`config.mk`:
```
export PLATFORM = sky130hd
export DESIGN_NAME = ber_ref_history
export DESIGN_NICKNAME = d
export VERILOG_FILES = /design/src/rtl/ber_checker_pkg.sv /design/src/rtl/ber_ref_history.sv
export SDC_FILE = /design/constraint.sdc
export NUM_CORES = 1
export LEC_CHECK = 0
export BUFFER_PORTS_ARGS = -buffer_cell sky130_fd_sc_hd__buf_2
export CAP_MARGIN = 25
export CORE_MARGIN = 5
export CORE_UTILIZATION = 55
export CTS_CLUSTER_DIAMETER = 150
export DETAILED_ROUTE_END_ITERATION = 8
export GPL_TIMING_DRIVEN = 0
export PLACE_DENSITY_LB_ADDON = 0.25
export RECOVER_POWER = 100
export SYNTH_ARGS = -nofsm -noshare
export SYNTH_HDL_FRONTEND = slang
export SYNTH_SLANG_ARGS = --single-unit
export TNS_END_PERCENT = 10
```
`constraint.sdc`:
```
create_clock -name clk -period 11.05 [get_ports clk]
set_clock_uncertainty 0.2 [all_clocks]
set_input_delay 3.315 -clock clk [delete_from_list [all_inputs] [get_ports clk]]
set_output_delay 3.315 -clock clk [all_outputs]
set_load 0.01 [all_outputs]
```
`src/rtl/ber_checker_pkg.sv`:
```
`default_nettype none
// ============================================================================
// Module      : ber_checker_pkg
// Description : Shared definitions for the BER checker: FSM state encoding,
//               PRBS9 generator constants/helper and default geometry.
// Revision    : 1.0  initial release
// ============================================================================
package ber_checker_pkg;

    // Checker state; explicit 1-bit encoding.
    typedef enum logic [0:0] {
        SEARCH = 1'b0,
        LOCK   = 1'b1
    } state_t;

    localparam int unsigned c_DEFAULT_DEPTH  = 512;
    localparam int unsigned c_DEFAULT_WINDOW = 511;

    // PRBS9: x^9 + x^5 + 1, Fibonacci form, output taken from the MSB.
    localparam int unsigned c_PRBS9_TAP_HI = 9;
    localparam int unsigned c_PRBS9_TAP_LO = 5;
    localparam logic [8:0]  c_PRBS9_SEED   = 9'h1FF;

    function automatic logic [8:0] prbs9_next(input logic [8:0] state);
        return {state[7:0], state[c_PRBS9_TAP_HI-1] ^ state[c_PRBS9_TAP_LO-1]};
    endfunction

endpackage
`default_nettype wire

```
`src/rtl/ber_ref_history.sv`:
```
`default_nettype none
// ============================================================================
// Module      : ber_ref_history
// Description : Reference-bit history. hist[0] is the live input bit,
//               hist[k] is the bit from k shifts ago; only hist[1..DEPTH-1]
//               are stored. A combinational mux returns hist[i_delay].
// Ports       : clk, rst        - clock, synchronous active-high reset
//               i_shift         - advance the history by one bit
//               i_ref_bit       - current reference bit (hist[0])
//               i_delay         - history tap to read
//               o_hist_bit      - hist[i_delay]
// Revision    : 1.0  initial release
// ============================================================================
module ber_ref_history
    import ber_checker_pkg::*;
#(
    parameter int unsigned DEPTH = c_DEFAULT_DEPTH
) (
    input  logic                     clk,
    input  logic                     rst,
    input  logic                     i_shift,
    input  logic                     i_ref_bit,
    input  logic [$clog2(DEPTH)-1:0] i_delay,
    output logic                     o_hist_bit
);

    logic [DEPTH-1:1] r_sr;
    logic [DEPTH-1:0] w_hist;

    assign w_hist = {r_sr, i_ref_bit};

    always_ff @(posedge clk) begin
        if (rst) begin
            r_sr <= '0;
        end else if (i_shift) begin
            r_sr <= w_hist[DEPTH-2:0];
        end
    end

    assign o_hist_bit = w_hist[i_delay];

endmodule
`default_nettype wire

```
==> results.yml <==
synth:
  synth_edf_count: 0
  synthArstFlopShare_pct: 0
  postSynthAreaPerCell_sq_um: 10.6
  syn_area_sq_um: 22200
  yosysWarnings: 0
  synth_fp_nets: 2097
  synthCells: 2084
  ys.flop_type: "dfxtp_1"
  ys_ff_latch: 511
  yosys.cell_types.count: 43
  synth_seq_area_share_pct: 46.1
clock_network:
  clkTransAtPathRegs_ns: 0.06
  clock_latency_ns: 0.59
  cts_buffer_depth: 3
  root_buffer: "clkbuf_16"
  htreeDepth: 2
  cts_buffers: 52
  cts_sinks: 511
  post_cts_buffers: 0
  cts_tree: "done"
  cts_resized: 0
  cts_hold_buf: 0
die:
  die_w_um: 211
  die-area_sq_um: 44400
  coreArea_sq_um: 39800
  pin_count: 14
  die_h_um: 211
  start_util_pct: 55.7
  rows: 73
sta:
  min_period_ns: 10.30
  period_share_pct: 93.2
  slew_viol_final: 0
  final-hold-violation-count: 0
  hold_ws_ns: 0.304
  max_freq_mhz: 97.1
  grt_setup_unrepaired: "no"
  tightestPinTransition_ns: 1.10
  setup_tns_ns: 0
  relSlewSlack_pct: 26.8
  setup_violations: 0
layout:
  drive_gt1_share_pct: 8.99
  final_util_pct: 62.0
  largest_reg_flops: 511
  fin_cells: 2706
  nNetsFinal: 2160
  diodes: 0
  area.growth.synth_to_final_pct: 11.3
  fill_cells: 3242
  top_regs: "r_sr (511)"
  top_register: "r_sr"
placement:
  place_congestion: 0.888
  dp_cells: 2617
  hpwl_mm: 37.6
  port_buffers: 8
power_and_ir_drop:
  p_leak_nw: 10.4
  clkPwrFrac_pct: 46.6
  p_comb_share_pct: 6.8
  p_sw_uw: 900
  irDropWorstVdd_mv: 0.102
  p_seq_share_pct: 46.6
  powerDensity_nw_per_um2: 160
  switching_share_pct: 22.8
  p_int_mw: 3.05
route:
  avgViaCountPerCell: 5.93
  ant_nets: 0
  remaining_drc_errors: 0
  wl_mm: 56.5
  detail_route.wl_per_cell_um: 20.9
  drt_iter0_markers: 1450
  firstDrtPassIters: 5
  vias: 16035
setup_path:
  worst_r2r_path_depth: 2
  r2r_slack_ns: 10.13
  crit_fanout: 10
  endpoint_kind: "output pin"
  arrival_ns: 6.79
  path_class: "in -> out"
  reg2reg_to: "r_sr[341]$_SDFFE_PP0P_"
  critPathLaunchType: "input port"
  crit_chain: "buf_2 > inv_1 > clkbuf_1 > clkbuf_1 > o221ai_1 > o22ai_1 > o2111ai_1 > o311a_1 > nand3_1 > nand4_1 > buf_2"
  cp_slowest_stage_delay_ns: 0.82
  worstPathRequired_ns: 7.54
  r2r-start: "r_sr[340]$_SDFFE_PP0P_"
  critPathSlowestCell: "clkbuf_1"
min_path:
  min_path_cells: 2
  min_from: "r_sr[511]$_SDFFE_PP0P_"
  hp-class: "reg -> reg"
  holdPathEnd: "r_sr[511]$_SDFFE_PP0P_"
global_routing:
  antenna_found_initial: 0
  track_usage_pct: 24.9
  grt_remaining_overflow: 0
  grt_pass1_wl_mm: 87.5
  grt_pass1_vias: 15640
  grt_max_degree: 15
job:
  maxCapViolCount: 0
status:
  status: "completed"
-- routing by layer --
metal / vias up / track usage, % / part of all wire [%]
met1: 7872 / 33.6 / 43
met5: - / 0 / 0
met4: 0 / 9.68 / 3.5
met2: 517 / 40.4 / 46
met3: 124 / 4.01 / 7.0
li1: 7522 / - / -
-- cells in the mapped netlist (2+ instances only) --
cell         n  share of area, %
a21oi_1     34              0.77
buf_1       41              0.69
buf_12       5              0.45
buf_2       11              0.25
buf_6       11              0.56
buf_8        3              0.20
clkbuf_1    95               1.6
clkinv_1     3             0.051
dfxtp_1    511                46
inv_1        2             0.034
mux2i_1    626                28
mux4_1       2              0.24
mux4_2      70               7.1
nand2_1     11              0.19
nand3_1      4             0.090
nand4_1      2             0.056
nor2_1     528               8.9
nor2b_1      2             0.056
nor4_1       4              0.11
o2111ai_1    4              0.16
o211ai_1     4              0.14
o21ai_0      8              0.18
o221ai_1    58               2.3
o22ai_1     26              0.73
-- layout by cell type (no fill, tap or decap), drive strengths merged --
cell / n
mux2i: 626
nor2: 528
dfxtp: 511
clkbuf: 210
mux4: 72
o221ai: 58
buf: 40
a21oi: 34
o22ai: 26
nand2: 11
clkinv: 10
o21ai: 8
bufinv: 6
nor4: 5
o211ai: 4
nand3: 4
o2111ai: 4
inv: 2
nor2b: 2
nand4: 2
nand2b: 1
and2: 1
nor3: 1
a311oi: 1
and3: 1
a2111o: 1
nor3b: 1
a211o: 1
o311ai: 1
nand3b: 1
a221o: 1
o311a: 1
mux2: 1
o21a: 1
o211a: 1
nor4b: 1
o41a: 1
clkinvlp: 1
-- kinds of logic (layout without fill, tap and decap cells) --
kind of cell           after synthesis  in the layout  share of synthesized area (%)
AO/OA/AOI/OAI                      143            143                           4.65
flip-flops                         511            511                           46.1
AND/OR/NAND/NOR                    559            559                           9.71
buffers and inverters              172            269                           3.88
multiplexers                       699            699                           35.6
-- metrics by stage --
step	cell area (sq um)	worst slack, ns	power (mW)
2_1_floorplan	22200	2.45	2.07
3_3_place_gp	22900	0.842	2.14
3_5_place_dp	22900	0.806	2.15
4_1_cts	24700	0.825	3.98
5_1_grt	24700	0.705	4.06
6_report	24700	0.749	3.95
-- worst max-delay path by stage --
stage | from | to | cells past startpoint
CTS | i_delay[1] | o_hist_bit | 10
finish | i_delay[4] | o_hist_bit | 11
global route | i_delay[1] | o_hist_bit | 10
floorplan | i_delay[0] | o_hist_bit | 9
detailed placement | i_delay[1] | o_hist_bit | 10
global placement | i_delay[1] | o_hist_bit | 10
-- cell type report --
| cell class | count | area (sq um) | area share, % |
|---|---|---|---|
| multi-input combinational | 1401 | 11100 | 44.9 |
| sequential | 511 | 10200 | 41.4 |
| clock buffer | 74 | 1580 | 6.38 |
| buffer | 167 | 842 | 3.41 |
| tap | 525 | 657 | 2.66 |
| clock inverter | 14 | 223 | 0.902 |
| timing repair buffer | 9 | 55.1 | 0.223 |
| inverter | 5 | 18.8 | 0.0760 |
-- power by group through the flow --
| stage | clock network [mW] | logic, mW | registers, mW |
|---|---|---|---|
| after floorplan | 0 | 0.185 | 1.88 |
| after global placement | 0 | 0.261 | 1.88 |
| after detailed placement | 0 | 0.263 | 1.88 |
| after CTS | 1.87 | 0.265 | 1.84 |
| after global routing | 1.94 | 0.279 | 1.84 |
| final | 1.84 | 0.268 | 1.84 |
-- worst max-delay path, delay by kind of cell --
| kind | cells | cell delay (ns) |
|---|---|---|
| AOI/OAI and AO/OA | 4 | 1.01 |
| buffers and inverters | 5 | 2.02 |
| and+or+nand+nor | 2 | 0.41 |
(Power assumes the default switching activity.)
